**src/rtl/fetch_unit_if.sv**
```systemverilog
// Fetch unit bus bundle: instruction memory port, redirect input and the
// decode-facing fetch buffer head. The master modport is the fetch unit side.
interface fetch_unit_if;
  logic [31:0] imem_addr;
  logic [31:0] imem_instr;
  logic        redirect_valid;
  logic [31:0] redirect_pc;
  logic        out_valid;
  logic        out_ready;
  logic [31:0] out_pc;
  logic [31:0] out_instr;
  logic        fetch_fault;

  modport master (
    output imem_addr, out_valid, out_pc, out_instr, fetch_fault,
    input  imem_instr, redirect_valid, redirect_pc, out_ready
  );

  modport slave (
    input  imem_addr, out_valid, out_pc, out_instr, fetch_fault,
    output imem_instr, redirect_valid, redirect_pc, out_ready
  );
endinterface

```
**src/rtl/fetch_unit.sv**
```systemverilog
// Instruction fetch unit: PC register feeding a 2-entry {pc, instr} buffer.
// Optional macro FETCH_MISALIGN_TRAP_EN turns misaligned redirects into a sticky fault.
module fetch_unit #(
  parameter logic [31:0] RESET_PC = 32'h0000_0000
) (
  input logic        clk,
  input logic        rst_n,
  fetch_unit_if.master fetchBus
);

  typedef enum logic [1:0] {EMPTY, ONE, FULL} occState_e;

  occState_e   occ_q, occ_d;
  logic [31:0] pc_q, pc_d;
  logic [31:0] headPc_q, headPc_d;
  logic [31:0] headInstr_q, headInstr_d;
  logic [31:0] tailPc_q, tailPc_d;
  logic [31:0] tailInstr_q, tailInstr_d;
  logic        push;
  logic        pop;
  logic        faulted;

`ifdef FETCH_MISALIGN_TRAP_EN
  logic fault_q, fault_d;
  assign faulted = fault_q;
`else
  assign faulted = 1'b0;
`endif

  assign fetchBus.imem_addr   = pc_q;
  assign fetchBus.out_valid   = (occ_q != EMPTY);
  assign fetchBus.out_pc      = headPc_q;
  assign fetchBus.out_instr   = headInstr_q;
  assign fetchBus.fetch_fault = faulted;

  always_comb begin
    occ_d       = occ_q;
    pc_d        = pc_q;
    headPc_d    = headPc_q;
    headInstr_d = headInstr_q;
    tailPc_d    = tailPc_q;
    tailInstr_d = tailInstr_q;
`ifdef FETCH_MISALIGN_TRAP_EN
    fault_d     = fault_q;
`endif
    pop  = (occ_q != EMPTY) && fetchBus.out_ready;
    push = 1'b0;

    if (fetchBus.redirect_valid) begin
      // Redirect wins over everything: buffered entries are dropped, any pop ignored.
      occ_d = EMPTY;
`ifdef FETCH_MISALIGN_TRAP_EN
      pc_d    = fetchBus.redirect_pc;
      fault_d = |fetchBus.redirect_pc[1:0];
`else
      pc_d = {fetchBus.redirect_pc[31:2], 2'b00};
`endif
    end else begin
      push = !faulted && ((occ_q != FULL) || pop);
      case (occ_q)
        EMPTY: begin
          if (push) begin
            headPc_d    = pc_q;
            headInstr_d = fetchBus.imem_instr;
            occ_d       = ONE;
          end
        end
        ONE: begin
          if (push && pop) begin
            headPc_d    = pc_q;
            headInstr_d = fetchBus.imem_instr;
          end else if (push) begin
            tailPc_d    = pc_q;
            tailInstr_d = fetchBus.imem_instr;
            occ_d       = FULL;
          end else if (pop) begin
            occ_d = EMPTY;
          end
        end
        FULL: begin
          if (pop) begin
            headPc_d    = tailPc_q;
            headInstr_d = tailInstr_q;
            if (push) begin
              tailPc_d    = pc_q;
              tailInstr_d = fetchBus.imem_instr;
            end else begin
              occ_d = ONE;
            end
          end
        end
        default: occ_d = EMPTY;
      endcase
      if (push) begin
        pc_d = pc_q + 32'd4;
      end
    end
  end

  always_ff @(posedge clk or negedge rst_n) begin
    if (!rst_n) begin
      occ_q       <= EMPTY;
      pc_q        <= RESET_PC;
      headPc_q    <= 32'h0;
      headInstr_q <= 32'h0;
      tailPc_q    <= 32'h0;
      tailInstr_q <= 32'h0;
`ifdef FETCH_MISALIGN_TRAP_EN
      fault_q     <= 1'b0;
`endif
    end else begin
      occ_q       <= occ_d;
      pc_q        <= pc_d;
      headPc_q    <= headPc_d;
      headInstr_q <= headInstr_d;
      tailPc_q    <= tailPc_d;
      tailInstr_q <= tailInstr_d;
`ifdef FETCH_MISALIGN_TRAP_EN
      fault_q     <= fault_d;
`endif
    end
  end

endmodule

```
**src/flat_wrapper.sv**
```systemverilog
// flat-port wrapper written by rule: the top's interface ports become plain ports
module fetch_unit_flat 
#(
  parameter logic [31:0] RESET_PC = 32'h0000_0000
)
  (clk, rst_n, fetchBus_imem_addr, fetchBus_out_valid, fetchBus_out_pc, fetchBus_out_instr, fetchBus_fetch_fault, fetchBus_imem_instr, fetchBus_redirect_valid, fetchBus_redirect_pc, fetchBus_out_ready);
  fetch_unit_if fetchBus_i ();
  input logic clk;
  input logic rst_n;
  output wire logic [$bits(fetchBus_i.imem_addr)-1:0] fetchBus_imem_addr;
  output wire logic [$bits(fetchBus_i.out_valid)-1:0] fetchBus_out_valid;
  output wire logic [$bits(fetchBus_i.out_pc)-1:0] fetchBus_out_pc;
  output wire logic [$bits(fetchBus_i.out_instr)-1:0] fetchBus_out_instr;
  output wire logic [$bits(fetchBus_i.fetch_fault)-1:0] fetchBus_fetch_fault;
  input wire logic [$bits(fetchBus_i.imem_instr)-1:0] fetchBus_imem_instr;
  input wire logic [$bits(fetchBus_i.redirect_valid)-1:0] fetchBus_redirect_valid;
  input wire logic [$bits(fetchBus_i.redirect_pc)-1:0] fetchBus_redirect_pc;
  input wire logic [$bits(fetchBus_i.out_ready)-1:0] fetchBus_out_ready;
  assign fetchBus_imem_addr = fetchBus_i.imem_addr;
  assign fetchBus_out_valid = fetchBus_i.out_valid;
  assign fetchBus_out_pc = fetchBus_i.out_pc;
  assign fetchBus_out_instr = fetchBus_i.out_instr;
  assign fetchBus_fetch_fault = fetchBus_i.fetch_fault;
  assign fetchBus_i.imem_instr = fetchBus_imem_instr;
  assign fetchBus_i.redirect_valid = fetchBus_redirect_valid;
  assign fetchBus_i.redirect_pc = fetchBus_redirect_pc;
  assign fetchBus_i.out_ready = fetchBus_out_ready;
  fetch_unit #(.RESET_PC(RESET_PC)) u_core (.clk(clk), .rst_n(rst_n), .fetchBus(fetchBus_i));
endmodule
```
**config.mk**
```make
export PLATFORM = sky130hd
export DESIGN_NAME = fetch_unit_flat
export DESIGN_NICKNAME = d
export VERILOG_FILES = /design/src/rtl/fetch_unit_if.sv /design/src/rtl/fetch_unit.sv /design/src/flat_wrapper.sv
export SDC_FILE = /design/constraint.sdc
export NUM_CORES = 1
export LEC_CHECK = 0
export ABC_AREA = 1
export BUFFER_PORTS_ARGS = -buffer_cell sky130_fd_sc_hd__clkbuf_2
export CAP_MARGIN = 5
export CELL_PAD_IN_SITES_DETAIL_PLACEMENT = 0
export CELL_PAD_IN_SITES_GLOBAL_PLACEMENT = 1
export CORE_MARGIN = 2
export CORE_UTILIZATION = 44
export CTS_BUF_LIST = sky130_fd_sc_hd__clkbuf_4
export CTS_CLUSTER_DIAMETER = 60
export DETAILED_ROUTE_END_ITERATION = 12
export GPL_TIMING_DRIVEN = 0
export HOLD_SLACK_MARGIN = 0.08
export PLACE_DENSITY_LB_ADDON = 0.1
export SLEW_MARGIN = 20
export SYNTH_ARGS = -nofsm -noshare
export SYNTH_HDL_FRONTEND = slang
export SYNTH_SLANG_ARGS = --single-unit
```
**constraint.sdc**
```tcl
create_clock -name clk -period 2.4 [get_ports clk]
set_input_delay 0.48 -clock clk [delete_from_list [all_inputs] [get_ports clk]]
set_output_delay 0.48 -clock clk [all_outputs]
set_load 0.005 [all_outputs]
```
==> flow_metrics.env <==
export IMPL_seqPwrFrac=0.504
export IMPL_power_density_nw_per_um2=846.3
export IMPL_rows=48
export IMPL_io_pins=166
export IMPL_clk_pin_slew_ns=0.14
export IMPL_status="finished clean"
export IMPL_p_leak_uw=0.004355
export IMPL_max_freq_ghz=0.4734
export IMPL_grt_ovfl_total=0
export IMPL_cts_path_max_buffers=2
export IMPL_io_buffer_count=158
export IMPL_hold_class="input pin to flop"
export IMPL_ir_worst_vdd_mv=0.4096
export IMPL_die_w_um=135.8
export IMPL_worst_pin_slew_ns=0.6705
export IMPL_worstSetupPathType="flop to flop"
export IMPL_wl_um=21250
export IMPL_finalHoldViolCount=0
export IMPL_power_uw=7671
export IMPL_areaGrowthSynthToFinish_pct=18.64
export IMPL_ys_seq_area_frac=0.5110
export IMPL_core_area_um2=17120
export IMPL_cts_tree="yes"
export IMPL_drtPass1Iterations=4
export IMPL_ys_seq_elements=156
export IMPL_synth_top_area_frac=0.5110
export IMPL_post_drt_wl_per_cell_um=15.38
export IMPL_ctsRootBufferMaster="clkbuf_4"
export IMPL_grt_pass1_wl_um=34290
export IMPL_via_per_inst=4.940
export IMPL_via_count=6827
export IMPL_reg2reg_setup_slack_ns=0.29
export IMPL_route_detailed_drc=0
export IMPL_ys_flop_type="dfrtp_1"
export IMPL_cts_sinks=156
export IMPL_grt_pass1_vias=6327
export IMPL_drive_gt1_frac=0.2033
export IMPL_design_area_um2=9064
export IMPL_crit_required_ns=2.90
export IMPL_insertion_delay_ns=0.57
export IMPL_cp_slowest_cell="dfrtp_1"
export IMPL_critPathArrivalTime_ns=2.61
export IMPL_p_sw_frac=0.3443
export IMPL_critical_path_reg2reg_startpoint="u_core.occ_q[0]"
export IMPL_cp_slowest_stage_delay_ns=0.48
export IMPL_fillCellCount=1766
export IMPL_antenna_found_initial=1
export IMPL_crit_chain="nor2_4, nand2_4, nor2_1, inv_1, o21ai_1, o21bai_1"
export IMPL_pwr_share_comb=0.285
export IMPL_fin_worst_skew_ns=0.01985
export IMPL_die_area_um2=18430
export IMPL_initial_core_util=0.4463
export IMPL_intPower_uw=5030
export IMPL_most_common_layout_cells="313 x nand2_1, 157 x clkbuf_2, 156 x dfrtp_1"
export IMPL_ys_warn_count=0
export IMPL_path_max_fanout=10
export IMPL_hold_depth=3
export IMPL_rsz0062_at_grt="false"
export IMPL_dpl_hpwl_um=15080
export IMPL_p_switching_uw=2641
export IMPL_dpl_instance_area_um2=8763
export IMPL_cp_start_kind="flop"
export IMPL_hp_start="fetchBus_imem_instr[17]"
export IMPL_mostFrequentLayoutCell="nand2_1"
export IMPL_routabilityCongestion=0.8291
export IMPL_clkPwrFrac=0.211
export IMPL_synth_area_um2=7640
export IMPL_reg2reg_depth=6
export IMPL_synth_edf_count=0
export IMPL_synthCells=959
export IMPL_antenna_left=0
export IMPL_die_h_um=135.8
export IMPL_avgSynthCellArea_um2=7.966
export IMPL_yosysUniqueCellTypes=33
export IMPL_slew_headroom=0.5530
export IMPL_synth_async_reset_ratio=1.000
export IMPL_grt_start_max_net_pins=83
export IMPL_min_period_over_period=0.8802
export IMPL_drt_iter0_markers=409
export IMPL_hold_end="u_core.tailInstr_q[17]"
export IMPL_end_kind="flop"
export IMPL_synth_largest_area_cell="dfrtp_1"
export IMPL_synth_area_top_cells="dfrtp_1 51%, nand2_1 15%, o21a_1 6.2%"
export IMPL_cts_post_setup_buffers_inserted=0
export IMPL_final_nets=1212
export IMPL_drv_cap=0
export IMPL_drv_slew=0
export IMPL_setup_viol=0
export IMPL_ctsHtreeMaxLevel=4
export IMPL_r2r_end="u_core.fetchBus.imem_addr[17]"
export IMPL_cts_made_buffers=17
export IMPL_grt_usage=0.2432
export IMPL_min_period_ns=2.113
## power groups by stage
stage | clock network [µW] | logic (µW) | registers, µW
after floorplan | 0 | 1350 | 3850
after global placement | 0 | 2160 | 3910
after detailed placement | 0 | 2200 | 3920
after CTS | 1670 | 2220 | 3870
after global routing | 1790 | 2520 | 3960
final | 1620 | 2180 | 3870
## worst max path at each step
| stage | startpoint | endpoint | slack (ns) | cells after the start |
|---|---|---|---|---|
| floorplan | u_core.fetchBus.imem_addr[2] | u_core.fetchBus.imem_addr[24] | 0.79 | 10 |
| global placement | rst_n | u_core.fetchBus.out_pc[11] | -2.07 | 1 |
| detailed placement | fetchBus_redirect_valid | u_core.fetchBus.imem_addr[5] | 0.28 | 6 |
| CTS | u_core.occ_q[0] | u_core.fetchBus.imem_addr[17] | 0.26 | 6 |
| global route | u_core.fetchBus.imem_addr[2] | u_core.fetchBus.imem_addr[24] | 0.09 | 10 |
| finish | u_core.occ_q[0] | u_core.fetchBus.imem_addr[17] | 0.29 | 6 |
## metal layers
| metal | GRT usage | vias to the layer above | routed length [µm] |
|---|---|---|---|
| li1 | - | 3419 | - |
| met1 | 0.3577 | 3210 | 10070 |
| met2 | 0.3754 | 187 | 9773 |
| met3 | 0.04751 | 11 | 1296 |
| met4 | 0.05035 | 0 | 110 |
| met5 | 0 | - | 0 |
## cell families (layout without fill, tap and decap cells)
group / after synthesis / after routing / synth area share
AO/OA/AOI/OAI: 213 / 213 / 0.1636
buffers and inverters: 151 / 344 / 0.09024
AND/OR/NAND/NOR: 431 / 431 / 0.2262
flip-flops: 156 / 156 / 0.5110
adder cells (fa/ha/maj): 1 / 1 / 0.001637
other: 1 / 6 / 0.0004908
XOR/XNOR: 6 / 6 / 0.006878
## Yosys cell counts, types with 5 or more instances
master	n
buf_2	17
o21a_1	63
nand2_1	313
o21ai_1	48
buf_4	13
nor2_1	64
clkbuf_1	15
o21ai_0	83
inv_1	96
buf_6	7
dfrtp_1	156
nand4_1	6
o211ai_1	5
nand3_1	39
a21oi_1	8
## stage by stage
step                setup slack, ns  hold WS [ns]  std cells  utilization  setup TNS, ns
floorplan                    0.7910        0.1844        963            -              0
global placement             -2.066        0.4723       1346       0.5099        -320.16
detailed placement           0.2777        0.4785       1347       0.5120              0
CTS                          0.2620       0.08066       1381       0.5294              0
global route                0.09459       0.08063       1382       0.5295              0
finish                       0.2875        0.1178       1382       0.5295              0
## area by class of cell
type	count	area, µm²	share of cell area
timing repair buffer	161	847.1	0.09346
antenna	1	2.502	0.0002761
clock buffer	21	157.7	0.01739
tap	225	281.5	0.03106
buffer	53	321.6	0.03548
multi-input combinational	656	3062	0.3378
inverter	98	367.9	0.04059
clock inverter	11	120.1	0.01325
sequential	156	3904	0.4307
## timing repair
| action | 4_1_cts | 5_1_grt |
|---|---|---|
| hold buffers | 2 | 0 |
| resized for setup | 0 | 0 |
| endpoints found under the hold margin | 75 | 0 |
## worst max-delay path: cells and delay by family (launching register included)
family,cells,cell delay (ns)
buffers and inverters,1,0.34
flip-flops,1,0.48
AND/OR/NAND/NOR,3,0.93
AO/OA/AOI/OAI,2,0.30
## state kept, by name, summed over array words and instances, names as in the netlist
| register | count |
|---|---|
| u_core.fetchBus.imem_addr | 30 |
| u_core.fetchBus.out_instr | 32 |
| u_core.fetchBus.out_pc | 30 |
| u_core.occ_q | 2 |
| u_core.tailInstr_q | 32 |
| u_core.tailPc_q | 30 |
Power figures use the tool's default switching activity.
